`src/rtl/redlight_pkg.sv`:
```
// Shared lamp encoding and transition rules for the redlight monitor.
package redlight_pkg;

    localparam int unsigned LAMP_W = 2;

    // Lamp codes as driven by the controller; OFF is never legal on the bus.
    typedef enum logic [LAMP_W-1:0] {
        RED    = 2'b00,
        YELLOW = 2'b01,
        GREEN  = 2'b10,
        OFF    = 2'b11
    } lamp_t;

    // True when moving from prev to cur is an allowed step of the lamp cycle.
    // Holding a code is always an allowed step; a held OFF is reported
    // separately by the OFF check, not here.
    function automatic logic is_legal_step(lamp_t prev, lamp_t cur);
        logic ok;
        ok = 1'b0;
        case (prev)
            RED:     ok = (cur == RED)    || (cur == GREEN);
            GREEN:   ok = (cur == GREEN)  || (cur == YELLOW);
            YELLOW:  ok = (cur == YELLOW) || (cur == RED);
            default: ok = (cur == OFF);
        endcase
        return ok;
    endfunction

endpackage

```
`src/rtl/redlight_monitor_if.sv`:
```
// Lamp-side bus between the redlight controller and its monitor.
// The controller side (master) drives the lamp codes and the clear;
// the monitor side (slave) returns the sticky flags and the cycle count.
interface redlight_monitor_if #(
    parameter int unsigned CNT_W = 16
);
    logic [1:0]       TL1;
    logic [1:0]       TL2;
    logic             clr;
    logic             err_conflict;
    logic             err_seq;
    logic             err_timing;
    logic             fault;
    logic [CNT_W-1:0] cycles;

    modport master (
        output TL1, TL2, clr,
        input  err_conflict, err_seq, err_timing, fault, cycles
    );

    modport slave (
        input  TL1, TL2, clr,
        output err_conflict, err_seq, err_timing, fault, cycles
    );

endinterface

```
`src/rtl/redlight_lamp_tracker.sv`:
```
// Per-direction lamp tracker: samples one lamp code, remembers the previous
// sample and how long each code has been held, and reports sequence and
// dwell-time violations for the sample pair currently held in cur/prev.
module redlight_lamp_tracker
    import redlight_pkg::*;
#(
    parameter int unsigned MIN_GREEN  = 20,
    parameter int unsigned MIN_YELLOW = 3,
    parameter int unsigned MAX_YELLOW = 8,
    parameter int unsigned CNT_W      = 16
) (
    input  logic  clk,
    input  logic  rst_n,
    input  lamp_t lamp_i,
    output logic  seq_viol,
    output logic  timing_viol,
    output logic  red_to_green,
    output logic  is_red
);

    // One extra bit so limits larger than the counter range compare sanely.
    localparam logic [CNT_W:0] MIN_GREEN_C  = (CNT_W+1)'(MIN_GREEN);
    localparam logic [CNT_W:0] MIN_YELLOW_C = (CNT_W+1)'(MIN_YELLOW);
    localparam logic [CNT_W:0] OVERSTAY_C   = (CNT_W+1)'(MAX_YELLOW + 1);

    lamp_t            cur_q,       cur_d;
    lamp_t            prev_q,      prev_d;
    logic             cur_vld_q,   cur_vld_d;
    logic             prev_vld_q,  prev_vld_d;
    logic [CNT_W-1:0] dwell_q,     dwell_d;
    logic [CNT_W-1:0] prev_dwell_q, prev_dwell_d;

    logic             changed;

    // Next-state: shift the sample pipeline and advance the dwell counter.
    // prev_dwell keeps the dwell of the code in prev, so on a change the
    // checks see how long the code being left was held, even though dwell
    // itself has already been reloaded for the new code.
    always_comb begin
        cur_d        = lamp_i;
        cur_vld_d    = 1'b1;
        prev_d       = cur_q;
        prev_vld_d   = cur_vld_q;
        prev_dwell_d = dwell_q;
        if (!cur_vld_q || (lamp_i != cur_q)) begin
            dwell_d = CNT_W'(1);
        end else if (dwell_q == '1) begin
            dwell_d = dwell_q;
        end else begin
            dwell_d = dwell_q + CNT_W'(1);
        end
    end

    // Sample and history registers.
    always_ff @(posedge clk or negedge rst_n) begin
        if (!rst_n) begin
            cur_q        <= RED;
            prev_q       <= RED;
            cur_vld_q    <= 1'b0;
            prev_vld_q   <= 1'b0;
            dwell_q      <= '0;
            prev_dwell_q <= '0;
        end else begin
            cur_q        <= cur_d;
            prev_q       <= prev_d;
            cur_vld_q    <= cur_vld_d;
            prev_vld_q   <= prev_vld_d;
            dwell_q      <= dwell_d;
            prev_dwell_q <= prev_dwell_d;
        end
    end

    // Violation decode on the held sample pair. Nothing is compared until
    // prev holds a real sample, so the first sample after reset only
    // establishes state.
    always_comb begin
        changed      = prev_vld_q && (cur_q != prev_q);
        seq_viol     = (cur_vld_q && (cur_q == OFF)) ||
                       (changed && !is_legal_step(prev_q, cur_q));
        timing_viol  = 1'b0;
        if (changed && (prev_q == GREEN) && ({1'b0, prev_dwell_q} < MIN_GREEN_C)) begin
            timing_viol = 1'b1;
        end
        if (changed && (prev_q == YELLOW) && ({1'b0, prev_dwell_q} < MIN_YELLOW_C)) begin
            timing_viol = 1'b1;
        end
        if (cur_vld_q && (cur_q == YELLOW) && ({1'b0, dwell_q} == OVERSTAY_C)) begin
            timing_viol = 1'b1;
        end
        red_to_green = prev_vld_q && (prev_q == RED) && (cur_q == GREEN);
        is_red       = (cur_q == RED);
    end

endmodule

```
`src/rtl/redlight_monitor.sv`:
```
// Passive lamp-side checker for the redlight controller. Tracks both
// directions, flags conflicting greens, illegal steps and dwell violations
// as sticky errors, and counts completed direction-1 lamp cycles.
module redlight_monitor
    import redlight_pkg::*;
#(
    parameter int unsigned MIN_GREEN  = 20,
    parameter int unsigned MIN_YELLOW = 3,
    parameter int unsigned MAX_YELLOW = 8,
    parameter int unsigned CNT_W      = 16
) (
    input  logic               clk,
    input  logic               rst_n,
    redlight_monitor_if.slave  bus
);

    logic             seq1, tim1, r2g1, red1;
    logic             seq2, tim2, r2g2, red2;
    logic             conflict_viol;

    logic             err_conflict_q, err_conflict_d;
    logic             err_seq_q,      err_seq_d;
    logic             err_timing_q,   err_timing_d;
    logic             fault_q,        fault_d;
    logic [CNT_W-1:0] cycles_q,       cycles_d;

    redlight_lamp_tracker #(
        .MIN_GREEN  (MIN_GREEN),
        .MIN_YELLOW (MIN_YELLOW),
        .MAX_YELLOW (MAX_YELLOW),
        .CNT_W      (CNT_W)
    ) u_trk1 (
        .clk          (clk),
        .rst_n        (rst_n),
        .lamp_i       (lamp_t'(bus.TL1)),
        .seq_viol     (seq1),
        .timing_viol  (tim1),
        .red_to_green (r2g1),
        .is_red       (red1)
    );

    redlight_lamp_tracker #(
        .MIN_GREEN  (MIN_GREEN),
        .MIN_YELLOW (MIN_YELLOW),
        .MAX_YELLOW (MAX_YELLOW),
        .CNT_W      (CNT_W)
    ) u_trk2 (
        .clk          (clk),
        .rst_n        (rst_n),
        .lamp_i       (lamp_t'(bus.TL2)),
        .seq_viol     (seq2),
        .timing_viol  (tim2),
        .red_to_green (r2g2),
        .is_red       (red2)
    );

    // Sticky flag update: a violation in the same cycle as clr wins, so a
    // clear can never hide a fault that is still happening. Only direction 1
    // drives the cycle counter; direction 2's red_to_green is not needed.
    always_comb begin
        conflict_viol  = !red1 && !red2;
        err_conflict_d = (err_conflict_q && !bus.clr) || conflict_viol;
        err_seq_d      = (err_seq_q      && !bus.clr) || seq1 || seq2;
        err_timing_d   = (err_timing_q   && !bus.clr) || tim1 || tim2;
        fault_d        = err_conflict_q || err_seq_q || err_timing_q;
        cycles_d       = cycles_q + CNT_W'(r2g1);
    end

    // Flag, fault and cycle-count registers.
    always_ff @(posedge clk or negedge rst_n) begin
        if (!rst_n) begin
            err_conflict_q <= 1'b0;
            err_seq_q      <= 1'b0;
            err_timing_q   <= 1'b0;
            fault_q        <= 1'b0;
            cycles_q       <= '0;
        end else begin
            err_conflict_q <= err_conflict_d;
            err_seq_q      <= err_seq_d;
            err_timing_q   <= err_timing_d;
            fault_q        <= fault_d;
            cycles_q       <= cycles_d;
        end
    end

    assign bus.err_conflict = err_conflict_q;
    assign bus.err_seq      = err_seq_q;
    assign bus.err_timing   = err_timing_q;
    assign bus.fault        = fault_q;
    assign bus.cycles       = cycles_q;

    // Direction-2 cycle completions are not counted.
    logic unused_r2g2;
    assign unused_r2g2 = r2g2;

endmodule

```
`src/flat_wrapper.sv`:
```
// flat-port wrapper written by rule: the top's interface ports become plain ports
module redlight_monitor_flat import redlight_pkg::*;
#(
    parameter int unsigned MIN_GREEN  = 20,
    parameter int unsigned MIN_YELLOW = 3,
    parameter int unsigned MAX_YELLOW = 8,
    parameter int unsigned CNT_W      = 16
)
  (clk, rst_n, bus_TL1, bus_TL2, bus_clr, bus_err_conflict, bus_err_seq, bus_err_timing, bus_fault, bus_cycles);
  redlight_monitor_if #(.CNT_W(CNT_W)) bus_i ();
  input  logic clk;
  input  logic rst_n;
  input wire logic [$bits(bus_i.TL1)-1:0] bus_TL1;
  input wire logic [$bits(bus_i.TL2)-1:0] bus_TL2;
  input wire logic [$bits(bus_i.clr)-1:0] bus_clr;
  output wire logic [$bits(bus_i.err_conflict)-1:0] bus_err_conflict;
  output wire logic [$bits(bus_i.err_seq)-1:0] bus_err_seq;
  output wire logic [$bits(bus_i.err_timing)-1:0] bus_err_timing;
  output wire logic [$bits(bus_i.fault)-1:0] bus_fault;
  output wire logic [$bits(bus_i.cycles)-1:0] bus_cycles;
  assign bus_i.TL1 = bus_TL1;
  assign bus_i.TL2 = bus_TL2;
  assign bus_i.clr = bus_clr;
  assign bus_err_conflict = bus_i.err_conflict;
  assign bus_err_seq = bus_i.err_seq;
  assign bus_err_timing = bus_i.err_timing;
  assign bus_fault = bus_i.fault;
  assign bus_cycles = bus_i.cycles;
  redlight_monitor #(.MIN_GREEN(MIN_GREEN), .MIN_YELLOW(MIN_YELLOW), .MAX_YELLOW(MAX_YELLOW), .CNT_W(CNT_W)) u_core (.clk(clk), .rst_n(rst_n), .bus(bus_i));
endmodule
```
`config.mk`:
```
export PLATFORM = sky130hd
export DESIGN_NAME = redlight_monitor_flat
export DESIGN_NICKNAME = d
export VERILOG_FILES = /design/src/rtl/redlight_pkg.sv /design/src/rtl/redlight_monitor_if.sv /design/src/rtl/redlight_lamp_tracker.sv /design/src/rtl/redlight_monitor.sv /design/src/flat_wrapper.sv
export SDC_FILE = /design/constraint.sdc
export NUM_CORES = 1
export LEC_CHECK = 0
export BUFFER_PORTS_ARGS = -buffer_cell sky130_fd_sc_hd__buf_4
export CAP_MARGIN = 30
export CELL_PAD_IN_SITES_DETAIL_PLACEMENT = 0
export CELL_PAD_IN_SITES_GLOBAL_PLACEMENT = 1
export CORE_UTILIZATION = 48
export DETAILED_ROUTE_END_ITERATION = 12
export GPL_ROUTABILITY_DRIVEN = 1
export PLACE_DENSITY = 0.8
export REMOVE_ABC_BUFFERS = 1
export SLEW_MARGIN = 0
export SYNTH_ARGS = -nofsm -noshare
export SYNTH_HDL_FRONTEND = slang
export SYNTH_SLANG_ARGS = --single-unit
```
`constraint.sdc`:
```
create_clock -name clk -period 2.1 [get_ports clk]
set_clock_uncertainty 0.05 [all_clocks]
set_input_delay 0.21 -clock clk [delete_from_list [all_inputs] [get_ports clk]]
set_output_delay 0.21 -clock clk [all_outputs]
set_load 0.02 [all_outputs]
```
Yosys cells after proc, flatten, opt, wreduce, memory -nomap -nowiden
Index checks and enable logic that the tools add are counted.
Widths: inputs -> output; s select.
{ "word_totals": {"regBits": 94, "in_bits": 7, "out_inout_bits": 20, "wordCells": 105} }
{ "op_classes": {"addsub": 3, "order_cmp": 4, "eq_ne": 20, "n_mux": 12, "n_reduce_logical": 51} }
{ "op_table": {"columns": ["cell", "count"], "rows": [
  ["$mux 16", 4],
  ["$add 16x1->16 const B", 2],
  ["$eq 16x16->1 const B", 2],
  ["$eq 16x4->1 const B", 2],
  ["$lt 16x2->1 const B", 2],
  ["$lt 16x5->1 const B", 2],
  ["$logic_and 1x1->1", 24],
  ["$logic_or 1x1->1", 17],
  ["$add 16x1->16", 1],
  ["$eq 2x2->1 const B", 6],
  ["$eq 2x1->1 const B", 4],
  ["$logic_not 2->1", 4],
  ["$ne 2x2->1", 4],
  ["$logic_not 1->1", 6],
  ["$mux 1", 6],
  ["$pmux 1 s3", 2],
  ["$ne 2x2->1 const B", 2]
]} }

Depth between registers and ports, before layout
{ "logic_depth": {"ltp_word": 9, "mapped_depth": 8} }

Cells and area by module
Synthesis repeated with hierarchy kept, for this count alone.
{ "hier_totals": {"hier_cells": 377, "hier_area_um2": 4355.4} }
{ "modules_own_cells": {"columns": ["mod", "instances", "cells_per_inst", "area_per_inst_um2", "seq_area_each_um2"], "rows": [
  ["redlight_lamp_tracker at u_core.u_trk1", 1, 153, 1762.9, 950.9],
  ["redlight_lamp_tracker at u_core.u_trk2", 1, 150, 1739.2, 950.9],
  ["redlight_monitor", 1, 74, 853.3, 500.5]
]} }

Worst setup path before layout
No wires, ideal clock.
{ "synth_path": {"path_type": "register to register", "startpoint": "register u_core.u_trk1.dwell_q[0]", "endpoint": "register u_core.u_trk1.dwell_q[13]", "setup_ns": 0.121, "t_arrival_ns": 1.630, "slack_ns": 0.299, "stages_incl_launch_ff": 8, "path_buffers": 1, "synth_period_minus_slack_ns": 1.801, "cell_sequence": "dfrtp_1 -> ha_1 -> nand3_1 -> and3b_1 -> buf_6 -> a2111oi_4 -> xnor2_1 -> nor2_1"} }
{ "synth_via": {"elab_chain_cells": 3, "elab_cells_between_ends": 5} }
{ "synth_lines": {"columns": ["item", "line_no", "source"], "rows": [
  ["start: declaration", "redlight_lamp_tracker.sv:30", "logic [CNT_W-1:0] dwell_q, dwell_d;"],
  ["start signal: assignment", "redlight_lamp_tracker.sv:68", "dwell_q <= dwell_d;"],
  ["$add 16x1->16", "redlight_lamp_tracker.sv:50", "dwell_d = dwell_q + CNT_W'(1);"],
  ["$mux 16", "redlight_lamp_tracker.sv:47", "end else if (dwell_q == '1) begin"],
  ["$mux 16", "redlight_lamp_tracker.sv:45", "if (!cur_vld_q || (lamp_i != cur_q)) begin"]
]} }
Parallel ways exist; a longest one is shown, timed or not. The select of a mux whose other input is x is not followed.
A chain may end at the register's enable or synchronous reset.

Final worst setup path
{ "layout_path": {"startpoint": "register u_core.u_trk1.prev_q[1]", "endpoint": "register u_core.cycles_q[15] (netlist: u_core.bus.cycles[15])"} }
{ "layout_via": {"elab_chain_cells": 4} }
{ "layout_lines": {"columns": ["item", "line_no", "source"], "rows": [
  ["start: declaration", "redlight_lamp_tracker.sv:27", "lamp_t prev_q, prev_d;"],
  ["start signal: assignment", "redlight_lamp_tracker.sv:65", "prev_q <= prev_d;"],
  ["$logic_not 2->1", "redlight_lamp_tracker.sv:90", "red_to_green = prev_vld_q && (prev_q == RED) && (cur_q == GREEN);"],
  ["$logic_and 1x1->1 (2 in a row)", "redlight_lamp_tracker.sv:90", null],
  ["$add 16x1->16", "redlight_monitor.sv:66", "cycles_d = cycles_q + CNT_W'(r2g1);"],
  ["net u_core.cycles_d[15]", "redlight_monitor.sv:25", "logic [CNT_W-1:0] cycles_q, cycles_d;"],
  ["end signal: assignment", "redlight_monitor.sv:82", "cycles_q <= cycles_d;"],
  ["end: declaration", "redlight_monitor.sv:25", null]
]} }
The timed path passes the listed nets, and every way through them passes these cells.

==> run summary <==
sequential power share: 0.538
Seq cells post-synth: 94
vias: 2811
CTS tree: built
critical path capture point type: register
DR vias/cell: 5.46
setup bufs post-CTS: 0
largest cells by area after synthesis: dfrtp_1 57%, xnor2_1 5.6%, ha_1 4.3%
CTS sink count: 94
outcome: finished, final reports clean
Pre-Repair DR Iteration Count: 4
Metal-1 WL: 3990 µm
ys async rst share: 1.00
number of enable flip-flop cells after synthesis: 0
Max-cap violations: 0
post-layout util: 0.575
FF/Latch Area: 0.00235 mm²
Net Sw Frac: 0.224
wire per inst: 15.4 µm
grt total ovfl: 0
Finished Cell Area: 0.00475 mm²
RSZ-0062 raised after global routing: false
vias in the first global route: 2641
clock-pin slew on the worst setup and hold paths: 0.09 ns
critical path arrival: 2.09 ns
startpoint types: register
P_leak: 2.14 nW
sequential-to-total area share from yosys stat: 0.573
Critical Path RT: 2.28 ns
Max Clk Rate: 524 MHz
row count: 33
CTS buffer count: 9
Hold Path Class: in -> reg
Int Pwr: 2.76 mW
DIE WIDTH: 94.5 µm
GP Congestion: 0.848
DRT iter0 DRCs: 114
logic gate share of total power: 0.082
Max-slew headroom: 0.606
P per Cell Area: 750 mW/mm²
first-pass GRT wire length: 13200 µm
Mapped Area: 0.00410 mm²
worst ir drop on vdd: 0.000456 V
Area Growth Syn to Fin: 15.7%
Placeable Area: 0.00826 mm²
num ports: 27
Hold Vio Cnt, Final: 0
commonest non-fill, non-tap cells in the layout: 94 x dfrtp_1, 35 x nor2_1, 35 x buf_4
final net count: 428
post-route clock period utilization: 0.909
clock tree buffer depth: 2
switching power: 0.798 mW
Fill cells: 707
Multi-input gate area: 0.00165 mm²
Placed Area: 0.00447 mm²
Synth Flop Type: dfrtp_1
CP Class: reg -> reg
Yosys top cell area share: 0.573
met3 WL: 216 µm
Max Slew Vio Count: 0
met2 WL: 3680 µm
max layer used: met4
CP Max Fanout: 4
die area: 0.00892 mm²
later-pin clock latency in the skew report: 0.35 ns
Starting Density: 0.497
crit path time final: 1.91 ns
commonest non-fill, non-tap cell in the layout: dfrtp_1
initial antenna violation count: 0
port buffer count: 26
worst slew pin tran: 0.591 ns
Total GRT Usage: 0.195
ANT cells: 0
DP HPWL: 5500 µm
DRC Markers: 0
final wirelength: 7940 µm
Synth cell types: 47
Layout Cells excl Fill: 515
Post-Syn Area per Cell: 11.2 µm²
largest net degree at the start of global routing: 48
clock power share: 0.380
die height: 94.5 µm
final setup vio count: 0
Routed Antenna Nets: 0
cell count after synthesis: 365
Clock Tree Root: clkbuf_8
Post-Place Cells: 496
largest area contributor in the netlist: dfrtp_1
setup TNS: 0 ns
Yosys warnings: 0
share of post-route cells with drive strength above 1: 0.144
H-tree depth: 3
[registers in the layout, summed over array words and instances, names as in the netlist]
signal                      flops
u_core.bus.err_timing           1
u_core.u_trk2.prev_dwell_q     16
u_core.u_trk1.cur_vld_q         1
u_core.u_trk2.cur_q             2
u_core.bus.cycles              16
u_core.bus.err_seq              1
u_core.bus.fault                1
u_core.u_trk2.prev_q            2
u_core.u_trk1.cur_q             2
u_core.u_trk2.dwell_q          16
u_core.u_trk1.prev_vld_q        1
u_core.u_trk1.prev_q            2
u_core.u_trk1.dwell_q          16
u_core.u_trk1.prev_dwell_q     16
u_core.bus.err_conflict         1
[repair_timing]
| action | in CTS | in global routing |
|---|---|---|
| hold buffers | 5 | 0 |
| resized for setup | 0 | 4 |
| setup endpoints to repair | 0 | 4 |
| endpoints found under the hold margin | 49 | 0 |
[power groups by stage]
stage / clock (mW) / sequential [mW] / combinational, mW
floorplan: 0 / 1.99 / 0.0976
global placement: 0 / 1.95 / 0.286
detailed placement: 0 / 1.95 / 0.287
CTS: 1.39 / 1.92 / 0.297
global route: 1.46 / 1.93 / 0.323
finish: 1.35 / 1.92 / 0.292
[cells by family (layout without fill, tap and decap cells)]
family | Yosys count | in the layout | share of synthesized area
other | 1 | 1 | 0.000914
flip-flops | 94 | 94 | 0.573
XOR/XNOR | 43 | 43 | 0.0918
AO/OA/AOI/OAI | 41 | 41 | 0.0744
buffers and inverters | 24 | 69 | 0.0250
adder cells (fa/ha/maj) | 14 | 14 | 0.0427
AND/OR/NAND/NOR | 148 | 148 | 0.192
[stage by stage]
| step | power (mW) | hold WS (ns) | setup slack, ns |
|---|---|---|---|
| 2_1_floorplan | 2.08 | -0.136 | 0.302 |
| 3_3_place_gp | 2.24 | 0.203 | 0.228 |
| 3_5_place_dp | 2.24 | 0.209 | 0.173 |
| 4_1_cts | 3.60 | 0.0165 | 0.155 |
| 5_1_grt | 3.72 | 0.00622 | 0.00272 |
| 6_report | 3.56 | 0.0286 | 0.191 |
[path summary, 6_finish.rpt]
check,startpoint,endpoint,slack (ns),cells after the start
worst max-delay path,u_core.u_trk1.prev_q[1],u_core.bus.cycles[15],0.19,8
max in group asynchronous,rst_n,u_core.u_trk1.prev_dwell_q[6],0.96,3
min in group asynchronous,rst_n,u_core.bus.cycles[14],0.35,2
worst min register to register,u_core.u_trk1.dwell_q[15],u_core.u_trk1.prev_dwell_q[15],0.41,0
worst min-delay path,bus_clr,u_core.bus.err_conflict,0.03,2
worst max register to register,u_core.u_trk1.prev_q[1],u_core.bus.cycles[15],0.19,8
[synthesized netlist by cell type (3+ instances only)]
master and instances:
ha_1 14, and3_1 7, nor4_1 12, inv_1 14, nor4b_1 5, nand3_1 18, nor2_1 35, xnor2_1 26
o22ai_1 4, o21ai_0 6, and4_1 4, nand2_1 31, nor3_1 8, dfrtp_1 94, and2_1 3, a31oi_1 6
a21oi_1 4, clkbuf_1 5, nand4_1 8, a211oi_1 6, nand2b_1 3, xor2_1 17, buf_2 4
[per-layer routing]
layer	track usage	vias to the layer above
met4	0.0455	0
met5	0	-
met2	0.300	47
met1	0.279	1390
li1	-	1370
met3	0.0459	4
[final cells by class]
class,instances,area share
Sequential cell,94,0.496
Multi-Input combinational cell,247,0.348
Timing Repair Buffer,41,0.0701
Tap cell,105,0.0277
Clock buffer,9,0.0261
Clock inverter,5,0.0211
Inverter,14,0.0111
[critical path, stage by stage, from the launching register on]
cell and delay, ns:
dfrtp_1 0.43, inv_1 0.10, ha_1 0.16, and4b_1 0.20, ha_1 0.16, and2_1 0.19, and4_4 0.26, nand4_1 0.12
xnor2_1 0.14
(Power assumes the default switching activity.)
